**config.mk**
```make
export PLATFORM = sky130hd
export DESIGN_NAME = uart_tx_arbiter
export DESIGN_NICKNAME = d
export VERILOG_FILES = /design/src/rtl/uart_tx_arbiter.sv
export SDC_FILE = /design/constraint.sdc
export NUM_CORES = 1
export LEC_CHECK = 0
export CORE_MARGIN = 4
export CORE_UTILIZATION = 53
export CTS_BUF_LIST = sky130_fd_sc_hd__clkbuf_16
export CTS_CLUSTER_DIAMETER = 150
export CTS_CLUSTER_SIZE = 8
export DETAILED_ROUTE_END_ITERATION = 7
export HOLD_SLACK_MARGIN = 0.05
export PLACE_DENSITY = 0.8
export SYNTH_ARGS = -nofsm -noshare
export SYNTH_HDL_FRONTEND = slang
export SYNTH_SLANG_ARGS = --single-unit
export TNS_END_PERCENT = 5
```
**constraint.sdc**
```tcl
create_clock -name clk -period 2.9 [get_ports clk]
set_input_delay 0.435 -clock clk [delete_from_list [all_inputs] [get_ports clk]]
set_output_delay 0.435 -clock clk [all_outputs]
set_load 0.1 [all_outputs]
```
**src/rtl/uart_tx_arbiter.sv**
```systemverilog
// Message-granular arbiter sharing one UART transmitter between NREQ byte-stream requesters.
// Build option: define ARB_FIXED_PRIO_EN for lowest-index-wins selection instead of round-robin.
module uart_tx_arbiter #(
   parameter int NREQ           = 3,
   parameter int DW             = 8,
   parameter int TIMEOUT_CYCLES = 5000000
) (
   input  logic                 clk,
   input  logic                 rst,
   input  logic [NREQ-1:0]      req_valid,
   input  logic [NREQ*DW-1:0]   req_data,
   input  logic [NREQ-1:0]      req_last,
   output logic [NREQ-1:0]      req_ready,
   output logic                 tx_start,
   output logic [DW-1:0]        tx_data,
   input  logic                 tx_busy,
   output logic [NREQ-1:0]      grant,
   output logic                 timeout_err
);

   // state     | meaning
   // S_IDLE    | no owner; arbitrate when tx_busy = 0
   // S_ISSUE   | owner granted; wait for its next byte, count stall cycles
   // S_SEND    | one-cycle tx_start with captured byte
   // S_WAIT_DONE | wait for tx_busy to fall, then release or fetch next byte
   typedef enum logic [1:0] {S_IDLE, S_ISSUE, S_SEND, S_WAIT_DONE} state_t;

   localparam int PTR_W = $clog2(NREQ);
   localparam int CNT_W = $clog2(TIMEOUT_CYCLES);

   state_t             state, state_nxt;
   logic [NREQ-1:0]    grant_nxt;
   logic [PTR_W-1:0]   gnt_idx, gnt_idx_nxt;
   logic [CNT_W-1:0]   idle_cnt, idle_cnt_nxt;
   logic [DW-1:0]      tx_data_nxt;
   logic               last_flag, last_flag_nxt;
   logic               timeout_nxt;
   logic               sel_found;
   logic [PTR_W-1:0]   sel_idx;

`ifndef ARB_FIXED_PRIO_EN
   logic [PTR_W-1:0]   last_ptr;
   logic               rel;

   assign rel = (state != S_IDLE) && (state_nxt == S_IDLE);

   always_ff @(posedge clk or negedge rst) begin
      if (!rst)
         last_ptr <= PTR_W'(NREQ-1);
      else if (rel)
         last_ptr <= gnt_idx;
   end
`endif

   // Downward scan so the last hit, i.e. the highest-priority candidate, wins.
   always_comb begin
      sel_found = 1'b0;
      sel_idx   = '0;
`ifdef ARB_FIXED_PRIO_EN
      for (int i = NREQ-1; i >= 0; i--) begin
         if (req_valid[i]) begin
            sel_found = 1'b1;
            sel_idx   = PTR_W'(i);
         end
      end
`else
      for (int k = NREQ; k >= 1; k--) begin
         if (req_valid[(int'(last_ptr) + k) % NREQ]) begin
            sel_found = 1'b1;
            sel_idx   = PTR_W'((int'(last_ptr) + k) % NREQ);
         end
      end
`endif
   end

   always_ff @(posedge clk or negedge rst) begin
      if (!rst) begin
         state       <= S_IDLE;
         grant       <= '0;
         gnt_idx     <= '0;
         idle_cnt    <= '0;
         tx_data     <= '0;
         last_flag   <= 1'b0;
         timeout_err <= 1'b0;
      end else begin
         state       <= state_nxt;
         grant       <= grant_nxt;
         gnt_idx     <= gnt_idx_nxt;
         idle_cnt    <= idle_cnt_nxt;
         tx_data     <= tx_data_nxt;
         last_flag   <= last_flag_nxt;
         timeout_err <= timeout_nxt;
      end
   end

   always_comb begin
      state_nxt     = state;
      grant_nxt     = grant;
      gnt_idx_nxt   = gnt_idx;
      idle_cnt_nxt  = idle_cnt;
      tx_data_nxt   = tx_data;
      last_flag_nxt = last_flag;
      timeout_nxt   = 1'b0;
      case (state)
         S_IDLE: begin
            if (!tx_busy && sel_found) begin
               grant_nxt    = NREQ'(1) << sel_idx;
               gnt_idx_nxt  = sel_idx;
               idle_cnt_nxt = '0;
               state_nxt    = S_ISSUE;
            end
         end
         S_ISSUE: begin
            if (req_valid[gnt_idx]) begin
               tx_data_nxt   = req_data[int'(gnt_idx)*DW +: DW];
               last_flag_nxt = req_last[gnt_idx];
               idle_cnt_nxt  = '0;
               state_nxt     = S_SEND;
            end else if (idle_cnt == CNT_W'(TIMEOUT_CYCLES-1)) begin
               timeout_nxt = 1'b1;
               grant_nxt   = '0;
               state_nxt   = S_IDLE;
            end else begin
               idle_cnt_nxt = idle_cnt + CNT_W'(1);
            end
         end
         S_SEND: state_nxt = S_WAIT_DONE;
         S_WAIT_DONE: begin
            if (!tx_busy) begin
               if (last_flag) begin
                  grant_nxt = '0;
                  state_nxt = S_IDLE;
               end else begin
                  state_nxt = S_ISSUE;
               end
            end
         end
         default: state_nxt = S_IDLE;
      endcase
   end

   always_comb begin
      req_ready = (state == S_ISSUE) ? (req_valid & grant) : '0;
      tx_start  = (state == S_SEND);
   end

endmodule

```
==> results.ini <==
[run_status]
status=completed

[global_route]
grtUsageTotal_pct=23.6
overflow=0
grt_pass1_vias=2607
grt_max_degree=43
antenna_found_initial=0
grt_pass1_wl_mm=12.2

[die]
start_util_pct=55.1
dieArea_mm2=0.00661
io_pins=49
core_area_mm2=0.00517
die-height_um=81.3
fp-row-count=26
die_w_um=81.3

[synth]
syn_area_mm2=0.00285
synth_ff_type=dfrtp_1
yosys.cell_types.count=53
async_flop_share_pct=100
synth_edf_count=0
synth_warnings=0
yosysSeqAreaShare_pct=37.0
syn_inst=331
syn_nets=369
avgSynthCellArea_um2=8.60
ys_ff_latch=42

[final_layout]
design_area_mm2=0.00357
mostFrequentLayoutCell=dfrtp_1
final_cells=451
drive_above_1_share_pct=12.9
post-route-util_pct=69.1
nets=418
mostFrequentLayoutCells=dfrtp_1, clkdlybuf4s50_1, mux2i_1, a21oi_1, buf_4
diodes=0
num-fill-cells=414
areaGrowthSynthToFinish_pct=25.5

[setup_path]
path_class=flop to flop
cp_slowest_stage_delay_ps=510
cp-start-kind=flop
critPathTopFamily=compound AO/OA/AOI/OAI gates
slowest_stage=o31ai_1
critPathBufInv=2
crit_path_cell_trace=inv_1, ha_1, and2_1, o31ai_1, o31ai_2, buf_4, a2111o_1, a21oi_1
crit_arrival_ps=2810
reg2reg_from=last_ptr[0]
path_max_fanout=18
end_kind=flop
crit_start=last_ptr[0]
cp.required_ps=3110

[clock_network]
h-tree-depth=2
cts.sinks=42
root_buffer=clkbuf_16
clockBufferDepth=2
post_cts_buffers=0
cts_tree=built
cts.repair.resized=0
hold_buffers=0
clock_latency_ps=280
numCtsBuffers=5
clk_pin_slew_worst_paths_ps=60

[power]
ir_drop_v=0.000705
leakage_nw=1.51
p_per_area_mw_per_mm2=1030
finalPower_mw=3.69

[sta]
slew_headroom_pct=37.6
worst_clock_skew_ps=6.85
worst_pin_slew_ps=936
final_hold_viol_count=0
hold_ws_ps=291
final-max-slew-violation-count=0
fin_setup_tns_ps=0
period_needed_ps=2600
setup_viol=0
setup_slack_ps=296
finalCritPeriodShare_pct=89.8
max_freq_mhz=384
rsz0062_at_grt=false

[placement]
gp_congestion=0.954
place_hpwl_mm=5.38
io_buffer_count=48
dp.cells=443
place_area_mm2=0.00341
pre_cts_ws_ps=314

[detailed_routing]
wl_mm=7.49
ant_nets=0
post_drt_wl_per_cell_um=16.6
route.detailed.drc=0
vias=2807
dr.pass1.iters=5
via_per_inst=6.22
drt_iter0_markers=213

[flow_run]
cap_viol_max_count=0

[min_path]
hold_path.class=input port to asynchronous set/reset pin

[sequential cells by signal (all words and copies together) (netlist names)]
signal and cells:
timeout_err 1, tx_data 8, last_flag 1, grant 3
state 2, idle_cnt 23, last_ptr 2, gnt_idx 2
[cell families (layout without fill, tap and decap cells)]
kind of cell / count (synthesis) / in the layout / share of synthesized area [%]
AOI/OAI and AO/OA: 89 / 89 / 20.0
buffers and inverters: 28 / 78 / 3.87
and+or+nand+nor: 133 / 133 / 24.9
adders and majority gates: 5 / 5 / 2.20
muxes: 34 / 34 / 12.1
DFF: 42 / 42 / 37.0
[synthesized netlist by cell type (all sizes together) (2+ instances only)]
library cell	number	area, µm²
dfrtp	41	1030
a21oi	30	150
mux2i	30	300
nand2	27	101
nor2	27	101
nand3	25	125
clkbuf	16	60.1
o21ai	16	80.1
nor3	10	61.3
nand3b	9	67.6
nand4	9	56.3
a31oi	7	43.8
and3	7	43.8
inv	7	26.3
nor4	7	62.6
a21o	6	45.0
buf	5	23.8
ha	5	62.6
mux2	4	45.0
o211ai	4	30.0
o21a	4	30.0
a211oi	3	22.5
nor2b	3	18.8
o31ai	3	27.5
nand2b	2	12.5
o2111ai	2	17.5
o311ai	2	17.5
[power breakdown]
group | total (mW) | internal, mW | leakage, nW | switching [mW]
logic | 2.16 | 0.727 | 0.869 | 1.43
clock network | 0.623 | 0.400 | 0.0864 | 0.223
registers | 0.908 | 0.727 | 0.556 | 0.181
total | 3.69 | 1.85 | 1.51 | 1.83
[worst paths after layout]
check | end | slack (ps) | depth (start not counted)
setup / recovery | idle_cnt[19] | 300 | 8
setup reg to reg | idle_cnt[19] | 300 | 8
max in group asynchronous | idle_cnt[7] | 2020 | 1
hold reg to reg | tx_data[7] | 480 | 2
hold / removal | gnt_idx[1] | 290 | 1
min in group clk | tx_data[7] | 480 | 2
[routing by layer]
metal | vias up | wire length (µm) | track usage, %
li1 | 1334 | - | -
met1 | 1336 | 3250 | 30.8
met2 | 113 | 3600 | 39.1
met3 | 24 | 473 | 3.66
met4 | 0 | 173 | 9.63
met5 | - | 0 | 0
[final cells by class]
class / count / area (µm²) / area share, %
Tap cell: 70 / 87.6 / 2.45
Inverter: 7 / 26.3 / 0.735
Sequential cell: 42 / 1050 / 29.4
Timing Repair Buffer: 63 / 561 / 15.7
Clock buffer: 5 / 125 / 3.50
Multi-Input combinational cell: 261 / 1690 / 47.1
Clock inverter: 3 / 37.5 / 1.05
[worst register-to-register path: stages, from the launching register on]
cell      delay (ps)
dfrtp_1          410
inv_1             80
ha_1             380
and2_1           200
o31ai_1          510
o31ai_2          150
buf_4            220
a2111o_1         420
a21oi_1          160
No activity file was read; power rests on OpenSTA's default activity.
